## src/rtl/reg_unit_pkg.sv

```systemverilog
// Shared definitions for the relay register bank.
//   load_state_t    : load sequencer states
//   DEF_*           : default parameter values for reg_bank
//   SETTLE_CNT_W    : width of the settle counter (covers SETTLE_CYCLES up to 15)
package reg_unit_pkg;

    typedef enum logic [1:0] {
        ST_IDLE   = 2'd0,
        ST_SETTLE = 2'd1,
        ST_HOLD   = 2'd2
    } load_state_t;

    localparam int DEF_NUM_REGS      = 4;
    localparam int DEF_WIDTH         = 8;
    localparam int DEF_SETTLE_CYCLES = 3;
    localparam int SETTLE_CNT_W      = 4;

endpackage

```

## src/rtl/reg_cell.sv

```systemverilog
// One storage register of the bank.
// Ports:
//   clk : clock
//   clr : synchronous clear, wins over en
//   en  : capture enable
//   d   : data to capture
//   q   : stored value
module reg_cell #(
    parameter int WIDTH = 8
) (
    input  logic             clk,
    input  logic             clr,
    input  logic             en,
    input  logic [WIDTH-1:0] d,
    output logic [WIDTH-1:0] q
);

    always_ff @(posedge clk) begin
        if (clr) begin
            q <= '0;
        end else if (en) begin
            q <= d;
        end
    end

endmodule

```

## src/rtl/reg_bank.sv

```systemverilog
// Relay-style register bank: loads only after the load strobe and data bus
// have been stable for SETTLE_CYCLES samples, and drives a wired-OR bus.
// Ports:
//   clk     : clock
//   reset   : synchronous active-high reset
//   ld      : per-register load strobes
//   sel     : per-register drive-to-bus strobes
//   bus_in  : data bus value for loading
//   bus_out : registered OR of selected registers
//   regs_q  : all register contents, register i at [i*WIDTH +: WIDTH]
//   led_ld  : copy of ld
//   led_sel : copy of sel
//   busy    : load settling or held
//
// state  | meaning
// IDLE   | waiting for a nonzero ld; snapshot taken on the edge it is seen
// SETTLE | counting stable samples of ld/bus_in against the snapshot
// HOLD   | captured; waits for ld to return to zero
module reg_bank
    import reg_unit_pkg::*;
#(
    parameter int NUM_REGS      = DEF_NUM_REGS,
    parameter int WIDTH         = DEF_WIDTH,
    parameter int SETTLE_CYCLES = DEF_SETTLE_CYCLES
) (
    input  logic                      clk,
    input  logic                      reset,
    input  logic [NUM_REGS-1:0]       ld,
    input  logic [NUM_REGS-1:0]       sel,
    input  logic [WIDTH-1:0]          bus_in,
    output logic [WIDTH-1:0]          bus_out,
    output logic [NUM_REGS*WIDTH-1:0] regs_q,
    output logic [NUM_REGS-1:0]       led_ld,
    output logic [NUM_REGS-1:0]       led_sel,
    output logic                      busy
);

    localparam logic [SETTLE_CNT_W-1:0] SETTLE_TC = SETTLE_CNT_W'(SETTLE_CYCLES);

    load_state_t             state, state_nxt;
    logic [NUM_REGS-1:0]     snap_ld, snap_ld_nxt;
    logic [WIDTH-1:0]        snap_data, snap_data_nxt;
    logic [SETTLE_CNT_W-1:0] cnt, cnt_nxt;
    logic                    cap;
    logic [WIDTH-1:0]        sel_or;

    always_ff @(posedge clk) begin
        if (reset) begin
            state     <= ST_IDLE;
            snap_ld   <= '0;
            snap_data <= '0;
            cnt       <= '0;
        end else begin
            state     <= state_nxt;
            snap_ld   <= snap_ld_nxt;
            snap_data <= snap_data_nxt;
            cnt       <= cnt_nxt;
        end
    end

    // cnt counts stable samples including the snapshot sample itself, so a
    // matching SETTLE edge with cnt already at SETTLE_CYCLES is the capture edge.
    always_comb begin
        state_nxt     = state;
        snap_ld_nxt   = snap_ld;
        snap_data_nxt = snap_data;
        cnt_nxt       = cnt;
        cap           = 1'b0;
        case (state)
            ST_IDLE: begin
                if (ld != '0) begin
                    snap_ld_nxt   = ld;
                    snap_data_nxt = bus_in;
                    cnt_nxt       = SETTLE_CNT_W'(1);
                    state_nxt     = ST_SETTLE;
                end
            end
            ST_SETTLE: begin
                if (ld == '0) begin
                    state_nxt = ST_IDLE;
                end else if (ld != snap_ld || bus_in != snap_data) begin
                    snap_ld_nxt   = ld;
                    snap_data_nxt = bus_in;
                    cnt_nxt       = SETTLE_CNT_W'(1);
                end else if (cnt >= SETTLE_TC) begin
                    cap       = 1'b1;
                    state_nxt = ST_HOLD;
                end else begin
                    cnt_nxt = cnt + SETTLE_CNT_W'(1);
                end
            end
            ST_HOLD: begin
                if (ld == '0) begin
                    state_nxt = ST_IDLE;
                end
            end
            default: state_nxt = ST_IDLE;
        endcase
    end

    for (genvar i = 0; i < NUM_REGS; i++) begin : g_cell
        reg_cell #(.WIDTH(WIDTH)) u_cell (
            .clk (clk),
            .clr (reset),
            .en  (cap & snap_ld[i]),
            .d   (snap_data),
            .q   (regs_q[i*WIDTH +: WIDTH])
        );
    end

    // Sampled from the pre-edge register contents, so a register captured and
    // selected on the same edge shows its old value for one cycle.
    always_comb begin
        sel_or = '0;
        for (int i = 0; i < NUM_REGS; i++) begin
            if (sel[i]) begin
                sel_or = sel_or | regs_q[i*WIDTH +: WIDTH];
            end
        end
    end

    always_ff @(posedge clk) begin
        if (reset) begin
            bus_out <= '0;
        end else begin
            bus_out <= sel_or;
        end
    end

    assign led_ld  = ld;
    assign led_sel = sel;
    assign busy    = (state != ST_IDLE);

endmodule
```

## config.mk

```make
export PLATFORM = sky130hd
export DESIGN_NAME = reg_bank
export DESIGN_NICKNAME = d
export VERILOG_FILES = /design/src/rtl/reg_unit_pkg.sv /design/src/rtl/reg_cell.sv /design/src/rtl/reg_bank.sv
export SDC_FILE = /design/constraint.sdc
export NUM_CORES = 1
export LEC_CHECK = 0
export ABC_AREA = 1
export BUFFER_PORTS_ARGS = -buffer_cell sky130_fd_sc_hd__clkbuf_2
export CORE_ASPECT_RATIO = 0.6
export CORE_MARGIN = 5
export CORE_UTILIZATION = 33
export DETAILED_ROUTE_END_ITERATION = 10
export MAX_ROUTING_LAYER = met4
export SYNTH_ARGS = -nofsm -noshare
export SYNTH_HDL_FRONTEND = slang
export SYNTH_SLANG_ARGS = --single-unit
```

## constraint.sdc

```tcl
create_clock -name clk -period 1.51 [get_ports clk]
set_input_delay 0.151 -clock clk [delete_from_list [all_inputs] [get_ports clk]]
set_output_delay 0.151 -clock clk [all_outputs]
set_load 0.05 [all_outputs]
```

-- Word-level counts from Yosys, hierarchy flattened
Cells that the tools add are included.
- muxes and demuxes: 27
- add/sub/neg operators: 1
- order comparisons: 1
- equality and inequality tests: 11
- reductions and logical operators: 9
- bitwise gates (word level): 7
- operator list (kind ; number):
    2-to-1 mux 8 bit ; 7
    2-to-1 mux 4 bit ; 7
    bitwise OR 8 bit ; 3
    case mux 4 bit (2 select lines) ; 2
    case mux 8 bit (2 select lines) ; 1
    AND reduction 4 bit ; 3
    2-to-1 mux 2 bit ; 5
    != test 3 bit (second input constant) ; 3
    != test 2 bit (second input constant) ; 4
    != test 8 bit ; 1
    case mux 2 bit (3 select lines) ; 1
    adder 4 x 1 -> 4 bit (second input constant) ; 1
    bitwise AND 1 bit ; 4
    greater-or-equal comparator 4 x 2 -> 1 bit (second input constant) ; 1
    zero test 4 bit ; 1
    2-to-1 mux 1 bit ; 4
    != test 4 bit ; 1
    nonzero test 2 bit ; 2
    nonzero test 4 bit ; 1
    == test 2 x 1 -> 1 bit (second input constant) ; 1
    == test 2 bit (second input constant) ; 1
    zero test 2 bit ; 1
    logical OR 1 bit ; 1
- input bits: 18
- register bits: 58
- output and inout bits: 49

-- Longest topological paths before layout
- word-level depth: 7
- depth in mapped cells: 12
- mapped depth without buffers: 12

-- Hierarchy
From an unflattened synthesis, not the netlist that was laid out.
- cell total of the unflattened synthesis: 425
- area total of the unflattened synthesis: 2810.2 um^2
- modules (own cells, without submodules) (module ; times used ; cells each ; sequential area each (um^2) ; area each (um^2)):
    reg_bank ; 1 ; 221 ; 520.5 ; 1443.9
    reg_cell ; 4 ; 51 ; 160.2 ; 341.6

-- Worst setup path before layout
No wires, ideal clock.
- kind: flip-flop to flip-flop
- start point: reg snap_data[3]
- end point: reg g_cell[0].u_cell.q[0]
- data arrival time: 1.408 ns
- clock period less this slack: 1.521 ns
- buffers on the path: 1
- required time: 1.397 ns
- slack: -0.011 ns
- cell stages (with the launch flop): 11
- path through: dfxtp_1 > inv_2 > nand2_2 > nand2_2 > nor2_4 > nand3_4 > nor2_8 > nand4_4 > buf_6 > nor2_1 > nor2_1
- word-level cells in the longest chain between the ends: 6
- RTL lines (what ; line ; text):
    start, declared ; reg_bank.sv:42 ; logic [WIDTH-1:0] snap_data, snap_data_nxt;
    start signal, assigned ; reg_bank.sv:56 ; snap_data <= snap_data_nxt;
    != test 8 bit ; reg_bank.sv:81 ; end else if (ld != snap_ld || bus_in != snap_data) begin
    logical OR 1 bit ; reg_bank.sv:81 ;
    2-to-1 mux 1 bit ; reg_bank.sv:81 ;
    2-to-1 mux 1 bit ; reg_bank.sv:79 ; if (ld == '0) begin
    2-to-1 mux 1 bit ; reg_bank.sv:69 ; case (state)
    bitwise AND 1 bit ; reg_bank.sv:105 ; .en (cap & snap_ld[i]),
    end signal, assigned ; reg_cell.sv:20 ; q <= '0;
    end signal, assigned ; reg_cell.sv:22 ; q <= d;
    end, declared ; reg_cell.sv:15 ; output logic [WIDTH-1:0] q
No other way between the ends.
A chain may end at the register's enable or synchronous reset.

-- Worst setup path after layout
- start point: reg snap_ld[2]
- end point: reg g_cell[1].u_cell.q[3]
- word-level cells in the longest chain between the ends: 6
- RTL lines (what ; line ; text):
    start, declared ; reg_bank.sv:41 ; logic [NUM_REGS-1:0] snap_ld, snap_ld_nxt;
    start signal, assigned ; reg_bank.sv:55 ; snap_ld <= snap_ld_nxt;
    != test 4 bit ; reg_bank.sv:81 ;
    logical OR 1 bit ; reg_bank.sv:81 ;
    2-to-1 mux 1 bit ; reg_bank.sv:81 ;
    2-to-1 mux 1 bit ; reg_bank.sv:79 ;
    2-to-1 mux 1 bit ; reg_bank.sv:69 ;
    bitwise AND 1 bit ; reg_bank.sv:105 ;
    end signal, assigned ; reg_cell.sv:20 ;
    end signal, assigned ; reg_cell.sv:22 ;
    end, declared ; reg_cell.sv:15 ;
No other way between the ends.

==> Implementation_results.wiki <==
{| class="wikitable"
! Metric !! Value
|-
| Status || complete, but fails checks
|-
| Violated checks || setup timing
|-
| Final design instance area without fill || 3850 um2
|-
| Via total after detailed routing || 2773
|-
| Total Die Area || 10300 um2
|-
| Initial antenna violation count || 0
|-
| Required time of the critical path || 1.79 ns
|-
| Tightest Pin Transition || 0.400 ns
|-
| Number of cells on the worst hold path || 3
|-
| Clock H-tree levels || 3
|-
| Post-route minimum period || 1.62 ns
|-
| Multi-input logic area || 1350 um2
|-
| Number of buffers added on ports || 66
|-
| Mapped Area || 2750 um2
|-
| Synthesized area per cell || 7.08 um2
|-
| Warning count from the yosys run || 0
|-
| HP Class || in2reg
|-
| Detailed Place HPWL || 5.78 mm
|-
| Number of top-level pins || 67
|-
| Pins over their slew limit || 0
|-
| Inserted Clock Buffers || 9
|-
| Kind of start point of the critical path || flip-flop
|-
| Maximum buffer depth of the clock tree || 2
|-
| Width of the die || 128 um
|-
| Worst-path maximum fanout || 8
|-
| Post-DR wirelength/cell || 14.2 um
|-
| Share of layout cells above drive strength 1 || 0.367
|-
| Number of placed instances with taps included || 568
|-
| Post-Place Setup Slack || -0.190 ns
|-
| Growth of design area from synthesis to finish || 39.7%
|-
| Ratio of final minimum period to clock period || 1.07
|-
| Critical path endpoint category || flip-flop
|-
| Clock Tree Root || sky130_fd_sc_hd__clkbuf_16
|-
| Unrepaired setup endpoints after global routing || true
|-
| Maximum resistive drop on vdd || 556 uV
|-
| Routability cong. || 0.827
|-
| Die H || 80.8 um
|-
| Top library cells by usage in the layout, fill and taps aside || sky130_fd_sc_hd__nand2_1, sky130_fd_sc_hd__nor2_1, sky130_fd_sc_hd__clkbuf_2, sky130_fd_sc_hd__inv_1, sky130_fd_sc_hd__dfxtp_1
|-
| Routed Antenna Nets || 0
|-
| GRT Total Usage || 0.171
|-
| Sequential cell area || 1180 um2
|-
| Detailed-route DRC error count || 0
|-
| Leading register cell type out of synthesis || sky130_fd_sc_hd__dfxtp_1
|-
| Clock Skews || 0.00713 ns
|-
| Leakage power total || 2.00 nW
|-
| Number of standard cells after synthesis || 389
|-
| Number of failing hold endpoints at the final stage || 0
|-
| Std-Cell Core Area || 8010 um2
|-
| Number of register bits inferred by synthesis || 58
|-
| Count of final setup violators || 34
|-
| Sequential-to-total area share from yosys stat || 0.422
|-
| Clock sink count || 58
|-
| Detail-routed via count per cell || 4.65
|-
| Setup ws final || -0.107 ns
|-
| Antenna diode count || 0
|-
| Pin count of the biggest net entering global routing || 29
|-
| Number of nets in the finished design || 502
|-
| Arr. time, crit path || 1.89 ns
|-
| Number of different library cells in the post-synthesis netlist || 31
|-
| Area of placed instances || 3240 um2
|-
| Final global-route overflow total || 0
|-
| Skew-Pair Late Insertion Delay || 0.34 ns
|-
| DR iter-0 viols || 180
|-
| Number of iterations in the first detailed-routing pass || 4
|-
| Asr flop ratio synth || 0
|-
| Rel. slew slack || 0.734
|-
| Syn Nets || 408
|-
| Kind of critical path || reg2reg
|-
| Layout fillers || 826
|-
| Number of buffers added to fix hold violations after cts || 0
|-
| Via count of the first global-routing pass || 2495
|-
| Leading cell type in the layout, fill and taps excluded || sky130_fd_sc_hd__nand2_1
|-
| Clock-pin slew reported for the worst setup and hold paths after clock tree synthesis || 0.05 ns
|-
| Power density over the cells || 1040 nW/um2
|-
| Number of non-filler instances in the completed layout || 596
|-
| CTS tree || yes
|-
| Utilization after layout || 0.480
|-
| Aggregate negative setup slack || -1.78 ns
|-
| Worst r2r path cells || 12
|-
| Max-Cap Viols || 0
|-
| Row count || 25
|-
| First-pass GRT wire length || 12.9 mm
|-
| FMAX || 618 MHz
|-
| Number of enable-type register cells in the synthesized netlist || 0
|-
| Starting utilization of the core area || 0.344
|-
| WL final || 8.45 mm
|}
[layer usage]
metal  vias to the layer above  share of wire  wire length (um)  global-route usage
met2                        92           0.41              3440               0.233
li1                       1396              -                 -                   -
met1                      1273           0.50              4250               0.238
met4                         0          0.011                95              0.0424
met3                        12          0.078               656              0.0637
met5                         -              0                 0                   -
[Yosys cell counts, types with 2 or more instances]
cell type	n	area share
sky130_fd_sc_hd__a221oi_1	8	0.025
sky130_fd_sc_hd__nand4_4	4	0.031
sky130_fd_sc_hd__nor2_4	2	0.0082
sky130_fd_sc_hd__o22ai_1	8	0.018
sky130_fd_sc_hd__buf_2	2	0.0036
sky130_fd_sc_hd__inv_1	56	0.076
sky130_fd_sc_hd__buf_4	8	0.022
sky130_fd_sc_hd__buf_6	4	0.016
sky130_fd_sc_hd__nand3_1	2	0.0036
sky130_fd_sc_hd__o21ai_0	12	0.022
sky130_fd_sc_hd__clkbuf_1	3	0.0041
sky130_fd_sc_hd__dfxtp_1	58	0.42
sky130_fd_sc_hd__inv_2	3	0.0041
sky130_fd_sc_hd__nand2_1	100	0.14
sky130_fd_sc_hd__nor2_1	84	0.11
sky130_fd_sc_hd__nor2_2	2	0.0045
sky130_fd_sc_hd__clkbuf_8	3	0.015
sky130_fd_sc_hd__a21oi_1	13	0.024
sky130_fd_sc_hd__nand2_2	5	0.011
[final cells by class]
cell class	count	share of cell area
Timing Repair Buffer	100	0.170
Clock buffer	14	0.0686
Multi-Input combinational cell	254	0.352
Sequential cell	58	0.306
Tap cell	108	0.0351
Clock inverter	2	0.00911
Inverter	60	0.0586
[worst max-delay path, stage by stage (launching register included)]
cell,delay (ns)
sky130_fd_sc_hd__dfxtp_2,0.33
sky130_fd_sc_hd__inv_2,0.05
sky130_fd_sc_hd__nand2_1,0.04
sky130_fd_sc_hd__nand2_1,0.07
sky130_fd_sc_hd__nand2_2,0.08
sky130_fd_sc_hd__nor2_2,0.12
sky130_fd_sc_hd__nand2_2,0.11
sky130_fd_sc_hd__nor2_8,0.15
sky130_fd_sc_hd__buf_12,0.15
sky130_fd_sc_hd__nand4_4,0.16
sky130_fd_sc_hd__nand2_2,0.13
sky130_fd_sc_hd__nand2_2,0.05
sky130_fd_sc_hd__nor2_2,0.11
[where the power goes]
part	total [mW]	leakage [nW]	switching, mW	internal (mW)
sequential	1.58	0.474	0.0212	1.56
clock	2.07	0.147	0.705	1.36
combinational	0.359	1.38	0.233	0.126
[kinds of logic after synthesis]
kind of cell    after synthesis  share of synthesized area
buf+inv                      81                      0.144
fa+ha+maj                     1                    0.00454
xor+xnor                      1                    0.00318
compound gates               42                     0.0922
simple gates                206                      0.334
flops                        58                      0.422
[registers in the layout (all words and copies together), names as in the netlist]
register	count
bus_out	8
cnt	4
g_cell.u_cell.q	32
snap_data	8
snap_ld	4
state	2
[stage by stage]
stage | hold slack, ns | power (mW)
3_3_place_gp | 0.429 | 1.92
5_1_grt | 0.145 | 4.12
2_1_floorplan | 0.220 | 1.81
4_1_cts | 0.127 | 4.01
6_report | 0.126 | 4.01
3_5_place_dp | 0.433 | 1.92
[timing repair]
| action | 4_1_cts | 5_1_grt |
|---|---|---|
| pin swaps | 8 | 18 |
| setup buffers | 7 | 1 |
| cloned | 4 | 0 |
| resized for setup | 23 | 27 |
| endpoints found under the setup margin | 48 | 50 |
[worst paths after layout]
kind / from / to / slack [ns]
max reg2reg: snap_ld[2] / g_cell[1].u_cell.q[3] / -0.11
min reg2reg: cnt[2] / cnt[2] / 0.44
max: snap_ld[2] / g_cell[1].u_cell.q[3] / -0.11
min: bus_in[5] / snap_data[5] / 0.13
(Power assumes the default switching activity.)
